File: config.mk
export PLATFORM = sky130hd
export DESIGN_NAME = strength_resolve_seq
export DESIGN_NICKNAME = d
export VERILOG_FILES = /design/src/rtl/strength_resolve_seq_pkg.sv /design/src/rtl/strength_fold.sv /design/src/rtl/strength_resolve_seq.sv
export SDC_FILE = /design/constraint.sdc
export NUM_CORES = 1
export LEC_CHECK = 0
export BUFFER_PORTS_ARGS = -buffer_cell sky130_fd_sc_hd__buf_2
export CORE_ASPECT_RATIO = 0.8
export CORE_UTILIZATION = 52
export CTS_BUF_LIST = sky130_fd_sc_hd__clkbuf_8
export DETAILED_ROUTE_END_ITERATION = 8
export PLACE_DENSITY_LB_ADDON = 0.08
export REMOVE_ABC_BUFFERS = 1
export SETUP_SLACK_MARGIN = 0.2
export SYNTH_ARGS = -nofsm -noshare
export SYNTH_HDL_FRONTEND = slang
export SYNTH_SLANG_ARGS = --single-unit
File: constraint.sdc
create_clock -name clk -period 2.4 [get_ports clk]
set_input_delay 0.24 -clock clk [delete_from_list [all_inputs] [get_ports clk]]
set_output_delay 0.24 -clock clk [all_outputs]
set_load 0.05 [all_outputs]
File: src/rtl/strength_resolve_seq_pkg.sv
`default_nettype none
// ============================================================================
//  Module      : strength_pkg
//  Description : Shared types and helpers for the sequential strength
//                resolver: 4-state value and drive-strength encodings, the
//                resolved-result record and the accumulator resolve function.
//  Contents    : STR_W, VAL_W       - field widths
//                val4_e             - 4-state value encoding
//                strength_e         - IEEE 1800 drive strength ladder
//                res_t              - {val, str, conflict} result record
//                str_max()          - larger of two strengths
//                resolve_acc()      - final value/strength from acc0/acc1
//  Revision    : 1.0 - initial release
// ============================================================================
package strength_pkg;

    localparam int STR_W = 3;
    localparam int VAL_W = 2;

    typedef enum logic [VAL_W-1:0] {
        V0 = 2'b00,
        V1 = 2'b01,
        VZ = 2'b10,
        VX = 2'b11
    } val4_e;

    typedef enum logic [STR_W-1:0] {
        HIGHZ  = 3'd0,
        SMALL  = 3'd1,
        MEDIUM = 3'd2,
        WEAK   = 3'd3,
        LARGE  = 3'd4,
        PULL   = 3'd5,
        STRONG = 3'd6,
        SUPPLY = 3'd7
    } strength_e;

    typedef struct packed {
        val4_e              val;
        logic [STR_W-1:0]   str;
        logic               conflict;
    } res_t;

    function automatic logic [STR_W-1:0] str_max(
        input logic [STR_W-1:0] a,
        input logic [STR_W-1:0] b
    );
        return (a > b) ? a : b;
    endfunction

    // acc0 is the strongest pull toward 0, acc1 the strongest toward 1.
    // A tie between non-highz sides is an x at that strength.
    function automatic res_t resolve_acc(
        input logic [STR_W-1:0] acc0,
        input logic [STR_W-1:0] acc1
    );
        res_t r;
        r.val      = VZ;
        r.str      = '0;
        r.conflict = 1'b0;
        if (acc0 > acc1) begin
            r.val = V0;
            r.str = acc0;
        end else if (acc1 > acc0) begin
            r.val = V1;
            r.str = acc1;
        end else if (acc0 != '0) begin
            r.val      = VX;
            r.str      = acc0;
            r.conflict = 1'b1;
        end
        return r;
    endfunction

endpackage
`default_nettype wire

File: src/rtl/strength_fold.sv
`default_nettype none
// ============================================================================
//  Module      : strength_fold
//  Description : Combinational fold of one driver into the 0-side and 1-side
//                strength accumulators.
//  Ports       : acc0_i/acc1_i     - current accumulators
//                en_i              - driver enable (0 = no contribution)
//                val_i             - driver 4-state value
//                s0_i/s1_i         - driver strength0 / strength1
//                acc0_n_o/acc1_n_o - updated accumulators
//  Revision    : 1.0 - initial release
// ============================================================================
module strength_fold
    import strength_pkg::*;
(
    input  logic [STR_W-1:0] acc0_i,
    input  logic [STR_W-1:0] acc1_i,
    input  logic             en_i,
    input  logic [VAL_W-1:0] val_i,
    input  logic [STR_W-1:0] s0_i,
    input  logic [STR_W-1:0] s1_i,
    output logic [STR_W-1:0] acc0_n_o,
    output logic [STR_W-1:0] acc1_n_o
);

    always_comb begin
        acc0_n_o = acc0_i;
        acc1_n_o = acc1_i;
        if (en_i) begin
            unique case (val_i)
                V0: acc0_n_o = str_max(acc0_i, s0_i);
                V1: acc1_n_o = str_max(acc1_i, s1_i);
                // An x driver pulls both ways at its respective strengths.
                VX: begin
                    acc0_n_o = str_max(acc0_i, s0_i);
                    acc1_n_o = str_max(acc1_i, s1_i);
                end
                default: ;
            endcase
        end
    end

endmodule
`default_nettype wire

File: src/rtl/strength_resolve_seq.sv
`default_nettype none
// ============================================================================
//  Module      : strength_resolve_seq
//  Description : Sequential resolver for one multi-driver net. Snapshots
//                N_DRV (value, strength0, strength1) tuples on start, folds
//                one driver per cycle and publishes the resolved value and
//                strength with a one-cycle valid pulse.
//  Ports       : clk          - clock, rising edge
//                rst_n        - asynchronous active-low reset
//                start_i      - resolution request, taken only when idle
//                drv_en_i     - per-driver enable
//                drv_val_i    - per-driver value, driver i at [2i+1:2i]
//                drv_s0_i     - per-driver strength0, driver i at [3i+2:3i]
//                drv_s1_i     - per-driver strength1, same packing
//                busy_o       - scan or result cycle in progress
//                res_valid_o  - one-cycle pulse when res_* updates
//                res_val_o    - resolved value
//                res_str_o    - resolved strength
//                conflict_o   - last result was an equal-strength tie
//  Revision    : 1.0 - initial release
// ============================================================================
module strength_resolve_seq
    import strength_pkg::*;
#(
    parameter int N_DRV = 3,
    parameter int CNT_W = $clog2(N_DRV + 1)
)(
    input  logic                   clk,
    input  logic                   rst_n,
    input  logic                   start_i,
    input  logic [N_DRV-1:0]       drv_en_i,
    input  logic [2*N_DRV-1:0]     drv_val_i,
    input  logic [3*N_DRV-1:0]     drv_s0_i,
    input  logic [3*N_DRV-1:0]     drv_s1_i,
    output logic                   busy_o,
    output logic                   res_valid_o,
    output logic [VAL_W-1:0]       res_val_o,
    output logic [STR_W-1:0]       res_str_o,
    output logic                   conflict_o
);

    typedef enum logic [1:0] {
        S_IDLE = 2'd0,
        S_SCAN = 2'd1,
        S_DONE = 2'd2
    } state_e;

    localparam logic [CNT_W-1:0] LAST_IDX = CNT_W'(N_DRV - 1);

    state_e                 state_q, state_d;

    logic [N_DRV-1:0]       sh_en_q;
    logic [2*N_DRV-1:0]     sh_val_q;
    logic [3*N_DRV-1:0]     sh_s0_q;
    logic [3*N_DRV-1:0]     sh_s1_q;

    logic [STR_W-1:0]       acc0_q, acc1_q;
    logic [CNT_W-1:0]       idx_q;

    logic                   res_valid_q;
    logic [VAL_W-1:0]       res_val_q;
    logic [STR_W-1:0]       res_str_q;
    logic                   conflict_q;

    logic                   load;
    logic                   fold;
    logic                   publish;

    logic                   cur_en;
    logic [VAL_W-1:0]       cur_val;
    logic [STR_W-1:0]       cur_s0;
    logic [STR_W-1:0]       cur_s1;
    logic [STR_W-1:0]       acc0_d, acc1_d;
    res_t                   res_d;

    // ------------------------------------------------------------------
    // Control FSM
    // ------------------------------------------------------------------
    always_ff @(posedge clk or negedge rst_n) begin
        if (!rst_n) begin
            state_q <= S_IDLE;
        end else begin
            state_q <= state_d;
        end
    end

    always_comb begin
        state_d = state_q;
        busy_o  = 1'b0;
        load    = 1'b0;
        fold    = 1'b0;
        publish = 1'b0;
        unique case (state_q)
            S_IDLE: begin
                if (start_i) begin
                    load    = 1'b1;
                    state_d = S_SCAN;
                end
            end
            S_SCAN: begin
                busy_o = 1'b1;
                fold   = 1'b1;
                if (idx_q == LAST_IDX) begin
                    state_d = S_DONE;
                end
            end
            S_DONE: begin
                busy_o  = 1'b1;
                publish = 1'b1;
                state_d = S_IDLE;
            end
            default: state_d = S_IDLE;
        endcase
    end

    // ------------------------------------------------------------------
    // Select the shadow driver addressed by idx
    // ------------------------------------------------------------------
    always_comb begin
        cur_en  = 1'b0;
        cur_val = VZ;
        cur_s0  = '0;
        cur_s1  = '0;
        for (int i = 0; i < N_DRV; i++) begin
            if (idx_q == CNT_W'(i)) begin
                cur_en  = sh_en_q[i];
                cur_val = sh_val_q[2*i +: 2];
                cur_s0  = sh_s0_q[3*i +: 3];
                cur_s1  = sh_s1_q[3*i +: 3];
            end
        end
    end

    strength_fold u_fold (
        .acc0_i   (acc0_q),
        .acc1_i   (acc1_q),
        .en_i     (cur_en),
        .val_i    (cur_val),
        .s0_i     (cur_s0),
        .s1_i     (cur_s1),
        .acc0_n_o (acc0_d),
        .acc1_n_o (acc1_d)
    );

    assign res_d = resolve_acc(acc0_q, acc1_q);

    // ------------------------------------------------------------------
    // Snapshot, accumulators and scan index
    // ------------------------------------------------------------------
    always_ff @(posedge clk or negedge rst_n) begin
        if (!rst_n) begin
            sh_en_q  <= '0;
            sh_val_q <= '0;
            sh_s0_q  <= '0;
            sh_s1_q  <= '0;
            acc0_q   <= '0;
            acc1_q   <= '0;
            idx_q    <= '0;
        end else if (load) begin
            sh_en_q  <= drv_en_i;
            sh_val_q <= drv_val_i;
            sh_s0_q  <= drv_s0_i;
            sh_s1_q  <= drv_s1_i;
            acc0_q   <= '0;
            acc1_q   <= '0;
            idx_q    <= '0;
        end else if (fold) begin
            acc0_q   <= acc0_d;
            acc1_q   <= acc1_d;
            idx_q    <= idx_q + CNT_W'(1);
        end
    end

    // ------------------------------------------------------------------
    // Result registers: held until the next DONE, never cleared by start
    // ------------------------------------------------------------------
    always_ff @(posedge clk or negedge rst_n) begin
        if (!rst_n) begin
            res_valid_q <= 1'b0;
            res_val_q   <= VZ;
            res_str_q   <= '0;
            conflict_q  <= 1'b0;
        end else begin
            res_valid_q <= publish;
            if (publish) begin
                res_val_q  <= res_d.val;
                res_str_q  <= res_d.str;
                conflict_q <= res_d.conflict;
            end
        end
    end

    assign res_valid_o = res_valid_q;
    assign res_val_o   = res_val_q;
    assign res_str_o   = res_str_q;
    assign conflict_o  = conflict_q;

endmodule
`default_nettype wire

==> results of run 1 <==
Yosys cell counts (2+ instances only):
cell       n
nand3_1    4
inv_1     16
or3_1      2
a221oi_1   2
or4_1      2
a21oi_1   11
buf_1      2
clkbuf_1   5
and2_1     2
o21bai_1   2
a22oi_1    2
o21ai_0   13
nor2_1     6
nand2_1   89
o31ai_1    4
dfrtp_1   43
mux2i_1    4
nor2b_1    4
nand3b_1   2
ha_1      16
flip-flops by register name, indices dropped and copies added, names as in the netlist:
| register | flops |
|---|---|
| conflict_o | 1 |
| sh_s1_q | 9 |
| res_valid_o | 1 |
| state_q | 2 |
| sh_val_q | 6 |
| acc0_q | 3 |
| idx_q | 2 |
| res_str_o | 3 |
| sh_en_q | 3 |
| res_val_o | 2 |
| acc1_q | 3 |
| sh_s0_q | 9 |
power by group:
| part | switching [mW] | internal (mW) |
|---|---|---|
| Clock | 0.257 | 0.230 |
| Combinational | 1.74 | 1.43 |
| Sequential | 0.256 | 1.08 |
logic make-up after synthesis:
group,count (synthesis),share of synthesized area
simple gates,118,0.2268
compound gates,45,0.1330
flops,44,0.4804
buf+inv,26,0.04744
fa+ha+maj,16,0.08724
mux,4,0.01745
xor+xnor,2,0.007635
through the flow:
step | setup WS, ns | instances
detailed placement | -0.1814 | 357
global route | -0.2174 | 372
finish | -0.1314 | 372
floorplan | -0.2633 | 246
global placement | -0.08129 | 357
CTS | -0.06960 | 368
routing by layer:
| metal | share of wire | wire (um) |
|---|---|---|
| met2 | 0.50 | 2714 |
| met3 | 0.030 | 165 |
| met5 | 0 | 0 |
| met4 | 0.0085 | 46 |
| met1 | 0.46 | 2493 |
cell type report:
class | count | area (um2) | share of cell area
clock inverters | 2 | 10.01 | 0.003306
repair buffers | 61 | 384.1 | 0.1269
inverters | 17 | 63.81 | 0.02107
multi-input cells | 185 | 1314 | 0.4339
well taps | 57 | 71.32 | 0.02355
flip-flops and latches | 44 | 1102 | 0.3641
clock buffers | 6 | 82.58 | 0.02727
placed cells by master (no fill, tap or decap), drive strengths merged, types with 2 or more instances in the layout:
cell type	instances
nand3b	3
clkbuf	6
or3	2
nor2b	4
mux2i	4
a21oi	12
buf	61
dfrtp	43
o31ai	4
o21ai	15
ha	16
a221oi	3
and2	2
inv	17
a22oi	2
nand3	4
clkinv	2
or4	2
o21bai	2
nor2	6
nand2	89
what timing repair did:
item                                    CTS  global route
setup buffers                             3             4
endpoints found under the setup margin    6             6
pin swaps                                16            18
gates resized for setup                  29            25
hold buffers                              0             0
path summary, 6_finish.rpt:
kind / startpoint / end / slack, ns / depth (start not counted)
worst max-delay path: idx_q[1]$_DFFE_PN0N_ / acc0_q[2]$_DFFE_PN0P_ / -0.13 / 10
worst min-delay path: rst_n / res_val_o[0]$_DFFE_PN0P_ / 0.08 / 1
worst max register to register: idx_q[1]$_DFFE_PN0N_ / acc0_q[2]$_DFFE_PN0P_ / -0.13 / 10
worst min register to register: res_val_o[1]$_DFFE_PN1P_ / res_val_o[1]$_DFFE_PN1P_ / 0.48 / 2
max in group asynchronous: rst_n / sh_val_q[4]$_DFFE_PN0P_ / 1.71 / 1
min in group clk: drv_s0_i[7] / sh_s0_q[7]$_DFFE_PN0P_ / 0.12 / 3
==> summary.md, run 1 <==
| Metric | Value |
|---|---|
| Endpoints failing setup | 5 |
| CP peak stage delay | around 0.55 ns |
| CTS tree | done |
| Area of the core | around 4200 um2 |
| Die area | 4684 um2 |
| Netlist cell types | 44 |
| Post-Synthesis Cells | ~260 |
| Final hold slack | between 0.07 and 0.08 ns |
| CP Cell Sequence | inv_2 > ha_4 > and2b_2 > a221o_1 > o21ai_2 > ha_4 > o21ai_4 > o21ai_2 > or4_4 > o31ai_2 |
| Yosys warns | 0 |
| Clock latency at the later pin of the worst-skew pair | ~0.30 ns |
| Die H | about 60 um |
| RSZ-0062 raised after global routing | true |
| Final estimated routing congestion in global placement | between 0.7 and 0.8 |
| Worst vdd ir | 0.7953 mV |
| Clk buf depth | 2 |
| Vias in the first global route | between 1500 and 2000 |
| MaxCap Viol Count | 0 |
| Worst endpoint data arrival time | around 2.8 ns |
| Pre-Repair DR Iteration Count | 4 |
| Initial DRC Count | between 100 and 150 |
| PwrDens | between 1500 and 2000 nW/um2 |
| Synth top area cells | dfrtp_1, nand2_1, ha_1, o21ai_0, inv_1 |
| Final setup skew | about 0.0041 ns |
| Slowest CP cell | or4_4 |
| Placed cell areas | approximately 2600 um2 |
| Worst min-delay path class | in -> async |
| Cell Rows | 21 |
| TritonCTS buffer count | 5 |
| Final Cycle Share | 1.055 |
| Top-Level Pins | 38 |
| IO Port Bufs | 37 |
| Grt met3 use | 0.05481 |
| CTS root buf | clkbuf_8 |
| Crit path buffers/inverters | 1 |
| Async set-or-reset flop fraction in the synthesized netlist | 1.000 |
| Busiest grt layer | met2 |
| Util after Layout | 0.7202 |
| Initial antenna violation count | 0 |
| Syn Area/Cell | roughly 9.0 um2 |
| Post-route ant nets | 0 |
| Global-route usage over all layers | 0.2256 |
| Drt via density | 5.180 |
| Fin area | approximately 3000 um2 |
| Number of synthesized flops with an enable pin | 0 |
| CTS sink cnt | 44 |
| Fillers | about 320 |
| Post-synthesis sequential area ratio | 0.4804 |
| Ys flop type | dfrtp_1 |
| Yosys top cell area share | 0.4689 |
| Final-stage net count | between 300 and 400 |
| Critical path peak fanout | 4 |
| Area leader, netlist | dfrtp_1 |
| Detailed-route via count | between 1500 and 2000 |
| Final Hold Vio Count | 0 |
| Met2 GRT Util | 0.3861 |
| DPL Wire Length | 3297 um |
| Area delta synth->final | 31.95% |
| Slew headroom | 0.3585 |
| Largest net degree at the start of global routing | 45 |
| CP top delay family | simple AND/OR/NAND/NOR gates |
| Clock H-tree levels | 2 |
| DRC | 0 |
| Final Power | around 5 mW |
| Required @ worst endpoint | roughly 2.6 ns |
| Overflow after GRT | 0 |
| Die Wd | about 76 um |
| Total Negative Setup Slacks | -0.4025 ns |
| Leakage | between 1 and 1.5 nW |
| Crit path capture type | register |
| Status | complete, but fails checks |
| WL final | 5418 um |
| #FFs+latches synth | between 40 and 50 |
| GRT met1 Usage | 0.3010 |
| Failing checks | negative setup slack |
| Worst-Margin Slew | a little under 1 ns |
| # diodes | 0 |
| Starting Density | 0.5458 |
| Slew Limit Fails | 0 |
| Drt wl/cell | around 15 um |
| Synthesized area | 2295 um2 |
| Setup WS post-layout | -0.1314 ns |
| CTS clk-pin slew, worst paths | 0.08 ns |
| First-pass GRT wire length | slightly above 8000 um |
| Fraction of final layout cells sized beyond drive strength 1 | 0.3524 |
| Tmin final | between 2 and 3 ns |
| Maximum clock rate | approximately 400 MHz |
| Worst setup SP type | register |
| Crit Path Class | reg -> reg |
(Power assumes the default switching activity.)
==> inputs of run 2 (changes only) <==
--- a/config.mk
+++ b/config.mk
@@ -11,6 +11,7 @@
 export CTS_BUF_LIST = sky130_fd_sc_hd__clkbuf_8
 export DETAILED_ROUTE_END_ITERATION = 8
 export PLACE_DENSITY_LB_ADDON = 0.08
+export RECOVER_POWER = 100
 export REMOVE_ABC_BUFFERS = 1
 export SETUP_SLACK_MARGIN = 0.2
 export SYNTH_ARGS = -nofsm -noshare
==> summary.md, run 2 (synthesis gave the netlist of run 1 again) <==
| Metric | Value |
|---|---|
| Status | complete, but fails checks (unchanged) |
| Failing checks | max-capacitance violations, max-slew violations, negative setup slack (was negative setup slack) |
| Final estimated routing congestion in global placement | 0.7754 (unchanged) |
| CTS root buf | clkbuf_8 (unchanged) |
| Worst min-delay path class | in -> reg (was in -> async) |
| CTS sink cnt | 44 (unchanged) |
| CTS clk-pin slew, worst paths | 0.08 ns (about the same) |
| Endpoints failing setup | 5 (unchanged) |
| Overflow after GRT | 0 (unchanged) |
| Area delta synth->final | 31.52% (was 31.95%) |
| Setup WS post-layout | -0.1248 ns (was -0.1314 ns) |
| Die area | 4684 um2 (unchanged) |
| DRC | 0 (unchanged) |
| CP endpoint | acc0_q[2]$_DFFE_PN0P_ (unchanged) |
| Largest net degree at the start of global routing | 45 (unchanged) |
| Top-Level Pins | 38 (unchanged) |
| Crit path from | idx_q[1]$_DFFE_PN0N_ (unchanged) |
| Pre-Repair DR Iteration Count | 4 (unchanged) |
| Post-route ant nets | 0 (unchanged) |
| Clock latency at the later pin of the worst-skew pair | 0.30 ns (about the same) |
| Biggest regs | sh_s0_q (9), sh_s1_q (9), sh_val_q (6) (unchanged) |
| Met3 WL post-DR | 179 um (was 165 um) |
| Worst vdd ir | 0.7894 mV (was 0.7953 mV) |
| Crit path buffers/inverters | 1 (unchanged) |
| First-pass GRT wire length | 8155 um (unchanged) |
| Place WS | -0.1814 ns (unchanged) |
| Total Negative Setup Slacks | -0.3908 ns (was -0.4025 ns) |
| CP peak stage delay | 0.55 ns (about the same) |
| Drt via density | 5.218 (was 5.180) |
| Post-Layout Cell Count | 372 (unchanged) |
| CTS tree | done (unchanged) |
| R2R depth | 10 (unchanged) |
| Final Cycle Share | 1.052 (was 1.055) |
| Global-route usage over all layers | 0.2256 (unchanged) |
| IO Port Bufs | 37 (unchanged) |
| R2r endpoint | acc0_q[2]$_DFFE_PN0P_ (unchanged) |
| Initial antenna violation count | 0 (unchanged) |
| Final setup skew | 0.006715 ns (was 0.004066 ns) |
| Critical path depth in cells | 10 (unchanged) |
| Met2 routed WL | 2688 um (was 2714 um) |
| Critical path peak fanout | 4 (unchanged) |
| CP top delay family | simple AND/OR/NAND/NOR gates (unchanged) |
| RSZ-0062 raised after global routing | true (unchanged) |
| Maximum clock rate | 396.1 MHz (was 395.0 MHz) |
| Vias in the first global route | 1784 (unchanged) |
| Final hold slack | 0.1243 ns (was 0.07886 ns) |
| Worst-Margin Slew | 2.311 ns (was 0.9622 ns) |
| # diodes | 0 (unchanged) |
| Fraction of final layout cells sized beyond drive strength 1 | 0.3270 (was 0.3524) |
| Final Hold Vio Count | 0 (unchanged) |
| Leakage | 1.457 nW (was 1.484 nW) |
| Area of the core | 4204 um2 (unchanged) |
| Tmin final | 2.525 ns (was 2.531 ns) |
| Slew Limit Fails | 45 (was 0) |
| Flop2flop setup slack | -0.12 ns (was -0.13 ns) |
| Crit Path Class | reg -> reg (unchanged) |
| Clock H-tree levels | 2 (unchanged) |
| Die Wd | 76.27 um (unchanged) |
| Met1 WL | 2545 um (was 2493 um) |
| PwrDens | 1653 nW/um2 (was 1650 nW/um2) |
| TritonCTS buffer count | 5 (unchanged) |
| CP Cell Sequence | inv_2 > ha_4 > and2b_2 > a221o_1 > o21ai_2 > ha_4 > o21ai_4 > o21ai_2 > or4_4 > o31ai_2 (unchanged) |
| WL final | 5461 um (was 5418 um) |
| Util after Layout | 0.7179 (was 0.7202) |
| Final-stage net count | 360 (unchanged) |
| Most frequent cells in the layout | nand2_1, dfrtp_1, buf_2, buf_4, inv_1 (unchanged) |
| Required @ worst endpoint | 2.62 ns (was 2.61 ns) |
| Worst setup SP type | register (unchanged) |
| R2r startpoint | idx_q[1]$_DFFE_PN0N_ (unchanged) |
| Highest layer used for signal routing | met4 (unchanged) |
| Crit path capture type | register (unchanged) |
| Slew headroom | -0.5409 (was 0.3585) |
| MaxCap Viol Count | 1 (was 0) |
| Detailed-route via count | 1941 (was 1927) |
| Die H | 61.42 um (unchanged) |
| Cell Count Post-Placement | 357 (unchanged) |
| Cell Rows | 21 (unchanged) |
| Drt wl/cell | 14.68 um (was 14.56 um) |
| Clk buf depth | 2 (unchanged) |
| Initial DRC Count | 105 (unchanged) |
| Worst endpoint data arrival time | 2.74 ns (was 2.75 ns) |
| DPL Wire Length | 3297 um (unchanged) |
| Starting Density | 0.5458 (unchanged) |
| Most common cell after layout, fill and taps aside | nand2_1 (unchanged) |
| Slowest CP cell | or4_4 (unchanged) |
-- run 2: worst min-delay path, cell delays in order --
cell     delay, ns
buf_2         0.07
nand2_1       0.04
nand2_1       0.04
-- run 2: through the flow --
| step | cell area (um2) | total power, mW |
|---|---|---|
| 2_1_floorplan | 2250 | 2.914 |
| 3_3_place_gp | 2634 | 3.537 |
| 3_5_place_dp | 2634 | 3.583 |
| 4_1_cts | 2859 | 4.400 |
| 5_1_grt | 3018 | 5.339 |
| 6_report | 3018 | 4.990 |
-- run 2: area by class of cell --
type,instances,area (um2)
Tap cell,57,71.32
Multi-Input combinational cell,185,1314
Clock buffer,6,82.58
Clock inverter,2,10.01
Sequential cell,44,1102
Inverter,17,63.81
Timing Repair Buffer,61,374.1
Fill cell,329,1186
-- run 2: worst min-delay path by stage --
stage,depth (start not counted),startpoint,to
6_report,3,drv_s0_i[7],sh_s0_q[7]$_DFFE_PN0P_
3_3_place_gp,3,drv_s0_i[1],sh_s0_q[1]$_DFFE_PN0P_
5_1_grt,3,drv_val_i[4],sh_val_q[4]$_DFFE_PN0P_
2_1_floorplan,0,rst_n,acc0_q[0]$_DFFE_PN0P_
3_5_place_dp,1,rst_n,res_val_o[0]$_DFFE_PN0P_
4_1_cts,1,rst_n,acc0_q[0]$_DFFE_PN0P_
-- run 2: power by group --
group          internal, mW  switching [mW]
Combinational          1.42            1.74
Clock                 0.230           0.258
Sequential             1.08           0.260
-- run 2: per-layer routing --
| layer | global-route usage | up-vias |
|---|---|---|
| li1 | - | 961 |
| met1 | 0.3010 | 930 |
| met2 | 0.3861 | 44 |
| met3 | 0.05481 | 6 |
| met4 | 0.04121 | 0 |
| met5 | 0 | - |
-- run 2: what timing repair did --
action	CTS	global route
resized for setup	29	25
pin swaps	16	18
hold buffers	0	0
setup buffers	3	4
setup endpoints to repair	6	6
